$ cat src/rtl/star_extent_finder.sv
// Star bounding-box search engine: walks right/left along the seed row, then down (and up when
// STAR_EXTENT_UPSCAN_EN is defined) along the midpoint column using one synchronous RAM read port.
module star_extent_finder #(
  parameter int X_W       = 6,
  parameter int Y_W       = 6,
  parameter int X_RES     = 60,
  parameter int Y_RES     = 60,
  parameter int ADDR_W    = 12,
  parameter int PIX_W     = 3,
  parameter int THRESHOLD = 0
) (
  input  logic              clk,
  input  logic              resetn,
  input  logic              start,
  input  logic [X_W-1:0]    x_in,
  input  logic [Y_W-1:0]    y_in,
  output logic              rd_en,
  output logic [ADDR_W-1:0] rd_addr,
  input  logic [PIX_W-1:0]  rd_data,
  output logic              busy,
  output logic              done,
  output logic              err,
  output logic [X_W-1:0]    left,
  output logic [X_W-1:0]    right,
  output logic [X_W-1:0]    mid_x,
  output logic [Y_W-1:0]    top,
  output logic [Y_W-1:0]    bottom,
  output logic [Y_W-1:0]    mid_y
);

  typedef enum logic [3:0] {
    IDLE, R_REQ, R_CHK, L_REQ, L_CHK, MID, D_REQ, D_CHK, U_REQ, U_CHK, DONE
  } state_t;

  localparam logic [X_W:0]   X_LIM = (X_W+1)'(X_RES);
  localparam logic [Y_W:0]   Y_LIM = (Y_W+1)'(Y_RES);
  localparam logic [X_W-1:0] X_MAX = X_W'(X_RES - 1);
  localparam logic [Y_W-1:0] Y_MAX = Y_W'(Y_RES - 1);
`ifdef STAR_EXTENT_UPSCAN_EN
  localparam state_t AFTER_D = U_REQ;
`else
  localparam state_t AFTER_D = DONE;
`endif

  state_t         state_q, state_d;
  logic [X_W-1:0] left_q, left_d, right_q, right_d, mid_x_q, mid_x_d;
  logic [Y_W-1:0] top_q, top_d, bottom_q, bottom_d, mid_y_q, mid_y_d;
  logic           err_q, err_d;
  logic [X_W-1:0] px;
  logic [Y_W-1:0] py;
  logic [X_W:0]   sum_x;
  logic [Y_W:0]   sum_y;
  logic           bright;

  assign bright = rd_data > PIX_W'(THRESHOLD);

  always_comb begin
    state_d  = state_q;
    left_d   = left_q;
    right_d  = right_q;
    mid_x_d  = mid_x_q;
    top_d    = top_q;
    bottom_d = bottom_q;
    mid_y_d  = mid_y_q;
    err_d    = 1'b0;
    rd_en    = 1'b0;
    px       = '0;
    py       = '0;
    sum_x    = '0;
    sum_y    = '0;
    case (state_q)
      IDLE: begin
        // The err cycle counts as busy for the handshake: a start there is dropped.
        if (start && !err_q) begin
          if ({1'b0, x_in} >= X_LIM || {1'b0, y_in} >= Y_LIM) begin
            err_d = 1'b1;
          end else begin
            left_d   = x_in;
            right_d  = x_in;
            top_d    = y_in;
            bottom_d = y_in;
            state_d  = R_REQ;
          end
        end
      end
      R_REQ: begin
        if (right_q == X_MAX) state_d = L_REQ;
        else begin
          rd_en   = 1'b1;
          px      = right_q + X_W'(1);
          py      = top_q;
          state_d = R_CHK;
        end
      end
      R_CHK: begin
        if (bright) begin
          right_d = right_q + X_W'(1);
          state_d = R_REQ;
        end else state_d = L_REQ;
      end
      L_REQ: begin
        if (left_q == '0) state_d = MID;
        else begin
          rd_en   = 1'b1;
          px      = left_q - X_W'(1);
          py      = top_q;
          state_d = L_CHK;
        end
      end
      L_CHK: begin
        if (bright) begin
          left_d  = left_q - X_W'(1);
          state_d = L_REQ;
        end else state_d = MID;
      end
      MID: begin
        sum_x   = {1'b0, left_q} + {1'b0, right_q};
        mid_x_d = sum_x[X_W:1];
        state_d = D_REQ;
      end
      D_REQ: begin
        if (bottom_q == Y_MAX) state_d = AFTER_D;
        else begin
          rd_en   = 1'b1;
          px      = mid_x_q;
          py      = bottom_q + Y_W'(1);
          state_d = D_CHK;
        end
      end
      D_CHK: begin
        if (bright) begin
          bottom_d = bottom_q + Y_W'(1);
          state_d  = D_REQ;
        end else state_d = AFTER_D;
      end
`ifdef STAR_EXTENT_UPSCAN_EN
      U_REQ: begin
        if (top_q == '0) state_d = DONE;
        else begin
          rd_en   = 1'b1;
          px      = mid_x_q;
          py      = top_q - Y_W'(1);
          state_d = U_CHK;
        end
      end
      U_CHK: begin
        if (bright) begin
          top_d   = top_q - Y_W'(1);
          state_d = U_REQ;
        end else state_d = DONE;
      end
`endif
      DONE:    state_d = IDLE;
      default: state_d = IDLE;
    endcase
    // mid_y is settled on entry to DONE so it is valid alongside the done pulse.
    if (state_d == DONE) begin
      sum_y   = {1'b0, top_d} + {1'b0, bottom_d};
      mid_y_d = sum_y[Y_W:1];
    end
  end

  always_ff @(posedge clk) begin
    if (!resetn) begin
      state_q  <= IDLE;
      left_q   <= '0;
      right_q  <= '0;
      mid_x_q  <= '0;
      top_q    <= '0;
      bottom_q <= '0;
      mid_y_q  <= '0;
      err_q    <= 1'b0;
    end else begin
      state_q  <= state_d;
      left_q   <= left_d;
      right_q  <= right_d;
      mid_x_q  <= mid_x_d;
      top_q    <= top_d;
      bottom_q <= bottom_d;
      mid_y_q  <= mid_y_d;
      err_q    <= err_d;
    end
  end

  assign rd_addr = rd_en ? (ADDR_W'(py) * ADDR_W'(X_RES) + ADDR_W'(px)) : '0;
  assign busy    = state_q != IDLE;
  assign done    = state_q == DONE;
  assign err     = err_q;
  assign left    = left_q;
  assign right   = right_q;
  assign mid_x   = mid_x_q;
  assign top     = top_q;
  assign bottom  = bottom_q;
  assign mid_y   = mid_y_q;

endmodule

$ cat config.mk
export PLATFORM = sky130hd
export DESIGN_NAME = star_extent_finder
export DESIGN_NICKNAME = d
export VERILOG_FILES = /design/src/rtl/star_extent_finder.sv
export SDC_FILE = /design/constraint.sdc
export NUM_CORES = 1
export LEC_CHECK = 0
export ABC_AREA = 1
export ABC_CLOCK_PERIOD_IN_PS = 7800
export CAP_MARGIN = 5
export CORE_ASPECT_RATIO = 1.2
export CORE_MARGIN = 3
export CORE_UTILIZATION = 53
export DETAILED_ROUTE_END_ITERATION = 8
export PLACE_DENSITY_LB_ADDON = 0.2
export SLEW_MARGIN = 15
export SYNTH_ARGS = -nofsm -noshare
export SYNTH_HDL_FRONTEND = slang
export SYNTH_SLANG_ARGS = --single-unit
$ cat constraint.sdc
create_clock -name clk -period 7.8 [get_ports clk]
set_clock_uncertainty 0.15 [all_clocks]
set_input_delay 1.17 -clock clk [delete_from_list [all_inputs] [get_ports clk]]
set_output_delay 1.17 -clock clk [all_outputs]
set_load 0.1 [all_outputs]
# Word-level counts from Yosys, hierarchy flattened

Cells that the tools add are included.

Magnitude comparators: 3
Equality and inequality tests: 15
Mux-type cells: 36
Add/subtract/negate cells: 6
$mul: 1
Reduce and logical (&&, ||, !) cells: 11

Operator list:

| kind                                                                  | count |
|---|---|
| 6-bit 2-to-1 mux                                                      | 16 |
| 6-bit case mux with 2 select lines                                    | 3 |
| 6-bit case mux with 3 select lines                                    | 2 |
| 4-bit case mux with 8 select lines                                    | 1 |
| 4-bit by 3-bit equality test with 1-bit output, second input constant | 4 |
| 4-bit 2-to-1 mux                                                      | 4 |
| 6-bit by 6-bit adder with 7-bit output                                | 2 |
| 12-bit by 6-bit adder with 12-bit output                              | 1 |
| 6-bit by 1-bit adder with 6-bit output, second input constant         | 2 |
| 6-bit equality test, second input constant                            | 2 |
| 6-bit greater-or-equal comparator, second input constant              | 2 |
| 12-bit 2-to-1 mux                                                     | 1 |
| 6-bit by 4-bit multiplier with 10-bit output, second input constant   | 1 |
| 4-bit by 2-bit equality test with 1-bit output, second input constant | 2 |
| 4-bit equality test, second input constant                            | 2 |
| 2-bit != test, second input constant                                  | 4 |
| 4-bit AND reduction                                                   | 2 |
| 6-bit logical NOT                                                     | 1 |
| 1-bit 2-to-1 mux                                                      | 6 |
| 6-bit by 1-bit subtractor with 6-bit output, second input constant    | 1 |
| 4-bit by 1-bit equality test with 1-bit output, second input constant | 1 |
| 4-bit logical NOT                                                     | 1 |
| 2-bit nonzero test                                                    | 2 |
| 4-bit nonzero test                                                    | 1 |
| 8 further kinds                                                       | 8 |

Word-level logic and storage cells: 80
Flip-flop bits (word level): 41
Bits of input ports: 18
Output and inout bits: 52

# Depth between registers and ports, before layout

Depth after elaboration: 6
Depth in mapped cells: 28
Gate-level depth less buffers: 28

# Least setup slack after synthesis

No wires, ideal clock.

Path type: flip-flop to output port
From: register bottom_q[0], in the netlist bottom[0]
To: output rd_addr[9]
Required time: 6.480 ns
Data arrival time: 6.448 ns
Stages on the path, launching flop included: 19
Buffers on the path: 0
Slack: 0.032 ns
Cell sequence: dfxtp_1 -> ha_1 -> nand4_1 -> nand2_2 -> inv_2 -> a22oi_1 -> inv_1 -> fa_1 -> inv_1 -> fa_1 -> inv_1 -> ha_1 -> a21oi_1 -> nand2_1 -> xnor2_1 -> inv_1 -> nand2_1 -> nor2_1 -> nor3_1

Longest elaborated chain between the ends: 6
Elaborated cells between the ends (all ways): 11
Those cells by class: add/sub: 2; mul: 1; eq/ne: 1; mux: 7

Ends and longest elaborated chain:

| element                                                                       | line     | source |
|---|---|---|
| start: declaration                                                            | 47       | `logic [Y_W-1:0] top_q, top_d, bottom_q, bottom_d, mid_y_q, mid_y_d;` |
| start signal: assignment                                                      | 179      | `bottom_q <= bottom_d;` |
| 6-bit by 1-bit adder with 6-bit output or 6-bit equality test (tied branches) | 126, 122 |  |
| 6-bit 2-to-1 mux                                                              | 122      | `if (bottom_q == Y_MAX) state_d = AFTER_D;` |
| 6-bit case mux with 3 select lines                                            | 71       | `case (state_q)` |
| 6-bit by 4-bit multiplier with 10-bit output                                  | 185      | `assign rd_addr = rd_en ? (ADDR_W'(py) * ADDR_W'(X_RES) + ADDR_W'(px)) : '0;` |
| 12-bit by 6-bit adder with 12-bit output                                      | 185      |  |
| 12-bit 2-to-1 mux (*)                                                         | 185      |  |
| end: declaration                                                              | 18       | `output logic [ADDR_W-1:0] rd_addr,` |

Mark *: on every way between the ends. The rest lies on a longest branch, timed or not.

# Worst setup path after layout

Ends and elaborated chain as after synthesis.

==> run metrics <==
achievable clock frequency about 0.14 GHz; grt total ovfl 0; maximum resistive drop on vdd approximately 110 µV; number of hold buffers added after CTS 0; sink count of the clock tree 41; most common library cell in the layout ignoring fill and taps sky130_fd_sc_hd__nand2_1; count of buffer and inverter cells on the critical path 6; average wire per standard cell between 10 and 15 µm; static leakage power approximately 0.0022 µW; slowest cell delay on critical path 1.15 ns; CP most frequent cell sky130_fd_sc_hd__inv_1; TritonCTS clock tree done; biggest fanout along the worst timing path 10; Net Count, Synth 596; reported max-cap violation count 0; net count of the finished layout between 600 and 700; syn_area_per_cell 6.62 µm²; Die Height around 96 µm; unrepaired setup endpoints after global routing false; vias in the first global route roughly 3600; sequence of cells on the critical path ha_1, nand4_1, nand2_2, inv_2, a22oi_1, inv_1, fa_1, inv_1, fa_1, inv_1, ha_1, a21oi_1, nand2_1, xnor2_1, inv_1, nand2_1, nor2_1, nor3_1, clkdlybuf4s50_1; Final Hold Vio Count 0; Initial DRT Pass Iterations 5; gr usage total 26.8%; Layout Area Growth over Synthesis 24.9%; DRC violation count after routing 0; Min Clock Period, post-route around 6.9 ns; num rows 32; layout cell share with drive strength beyond 1 6.39%; final setup violation count 0; Placed Area 0.00433 mm²; number of warnings printed during yosys synthesis 0; clock-pin slew of the registers on the worst-case setup and hold paths approximately 0.080 ns; total inserted antenna cells 0; element type at the critical path end output pin; Fin Setup TNS 0 ns; CTS resizes 0; area of the mapped netlist 0.00356 mm²; count of mapped cells out of synthesis ~540; clock latency of the later-clocked register in the worst-skew pair approximately 0.30 ns; die boundary width around 81 µm; Final ANT Viol Nets 0; Vias/cell between 5 and 6; max-slew violations 0; Worst Tran Pin Value between 1 and 1.5 ns; H-tree Lvls 2; final clock period utilization by the worst path around 89%; result of the run finished, final reports clean; placer's final routability congestion estimate 0.977; data arrival time of the critical path between 5 and 6 ns; Yosys reg bits between 40 and 50; Netlist cell types 38; number of post-CTS setup repair buffers 0; worst hold margin roughly 0.37 ns; Slowest-stage cell, CP sky130_fd_sc_hd__clkdlybuf4s50_1; antenna violations before repair 0; largest net degree at the start of global routing 24; final wirelength approximately 10 mm; worst slew slack as a fraction of its limit approximately a third; total power density per cell area roughly 180 mW/mm²; crit start category register; root cell of the clock tree sky130_fd_sc_hd__clkbuf_8; first-pass GRT wire length about 16 mm; final instance area approximately 0.0044 mm²; Critical Path RT about 6.5 ns; most used cells in the layout excluding fill and tap cells sky130_fd_sc_hd__nand2_1, sky130_fd_sc_hd__inv_1, sky130_fd_sc_hd__clkdlybuf4s50_1; area of the core approximately 0.0065 mm²; via count of the routed design ~3700; TritonCTS buffer count 5; die area around 0.0077 mm²; critical path class reg -> out; Max Buffers Root-to-Sink 2; kind of cell adding the most delay to the critical path adder cells; DP HPWL 7.92 mm; portion of the post-synthesis area used by sequential elements ~23%; Hold WC Path Type reg -> reg; boundary pin count 70; Iter 0 DRT Violations 219; quantity of I/O buffers inserted on ports 69; initial core utilization between 50% and 60%; Power Total ~800 µW
==> worst paths after layout <==
kind | start | to | slack (ns) | cells past startpoint
setup / recovery | bottom[0] | rd_addr[9] | 0.87 | 19
hold / removal | top[5] | top[5] | 0.37 | 2
setup reg to reg | state_q[1] | mid_y[5] | 4.91 | 16
hold reg to reg | top[5] | top[5] | 0.37 | 2
==> power breakdown <==
group	leakage [µW]	total [µW]	internal (µW)	switching, µW
Combinational	0.00179	384	105	279
Sequential	0.000335	251	225	25.8
Clock	0.0000585	184	105	79.4
==> registers in the layout (all words and copies together), names as in the netlist <==
name	cells
right	6
state_q	4
mid_x	6
mid_y	6
top	6
err	1
bottom	6
left	6
==> layer usage <==
metal	GRT usage [%]	vias up	wire length [µm]
li1	-	1880	-
met2	46.5	112	4840
met4	10.8	0	334
met5	0	-	0
met3	4.78	30	517
met1	32.5	1706	4150
==> cells by family (layout without fill, tap and decap cells) <==
group | count (synthesis) | after routing | synth area share [%]
AO/OA/AOI/OAI | 103 | 103 | 16.7
XOR/XNOR | 23 | 23 | 5.65
adder cells (fa/ha/maj) | 40 | 40 | 16.2
buffers and inverters | 104 | 176 | 11.1
flip-flops | 41 | 41 | 23.0
AND/OR/NAND/NOR | 227 | 227 | 27.4
==> worst register-to-register path: cells and delay by family, from the launching register on <==
kind | cells | cell delay, ns
buffers and inverters | 3 | 0.27
DFF | 1 | 0.50
adders and majority gates | 1 | 0.45
AOI/OAI and AO/OA | 4 | 0.51
and+or+nand+nor | 8 | 0.89
==> stage by stage <==
stage | util, % | setup WS [ns] | instances
after floorplan | - | 0.0319 | 538
after global placement | 66.8 | 1.36 | 687
after detailed placement | 66.8 | 1.20 | 687
after CTS | 68.6 | 0.837 | 695
after global routing | 68.6 | 0.297 | 695
final | 68.6 | 0.868 | 695
==> cell usage after synthesis (all sizes together) <==
master / instances / area (µm²)
a22oi: 2 / 15.0
fa: 10 / 200
dfxtp: 41 / 821
o22ai: 1 / 6.26
nand2: 117 / 469
nand3b: 3 / 22.5
or2: 5 / 31.3
o21ai: 40 / 211
nand3: 22 / 110
o21bai: 1 / 7.51
nor2: 63 / 239
nand4: 6 / 37.5
clkinv: 2 / 8.75
nor4: 1 / 6.26
xnor2: 6 / 52.6
a31oi: 8 / 50.1
nor3: 10 / 60.1
o21a: 1 / 7.51
o221ai: 3 / 26.3
ha: 30 / 375
a211oi: 5 / 37.5
o211ai: 3 / 22.5
xor2: 17 / 149
buf: 2 / 10.0
a221oi: 1 / 8.76
inv: 97 / 364
a21oi: 38 / 201
clkbuf: 3 / 11.3
==> final cells by class <==
type	instances	area [µm²]
Fill cell	586	2040
Clock inverter	1	30.0
Tap cell	85	106
Clock buffer	7	86.3
Sequential cell	41	821
Multi-Input combinational cell	393	2350
Inverter	99	373
Timing Repair Buffer	69	686
Power figures use the tool's default switching activity.
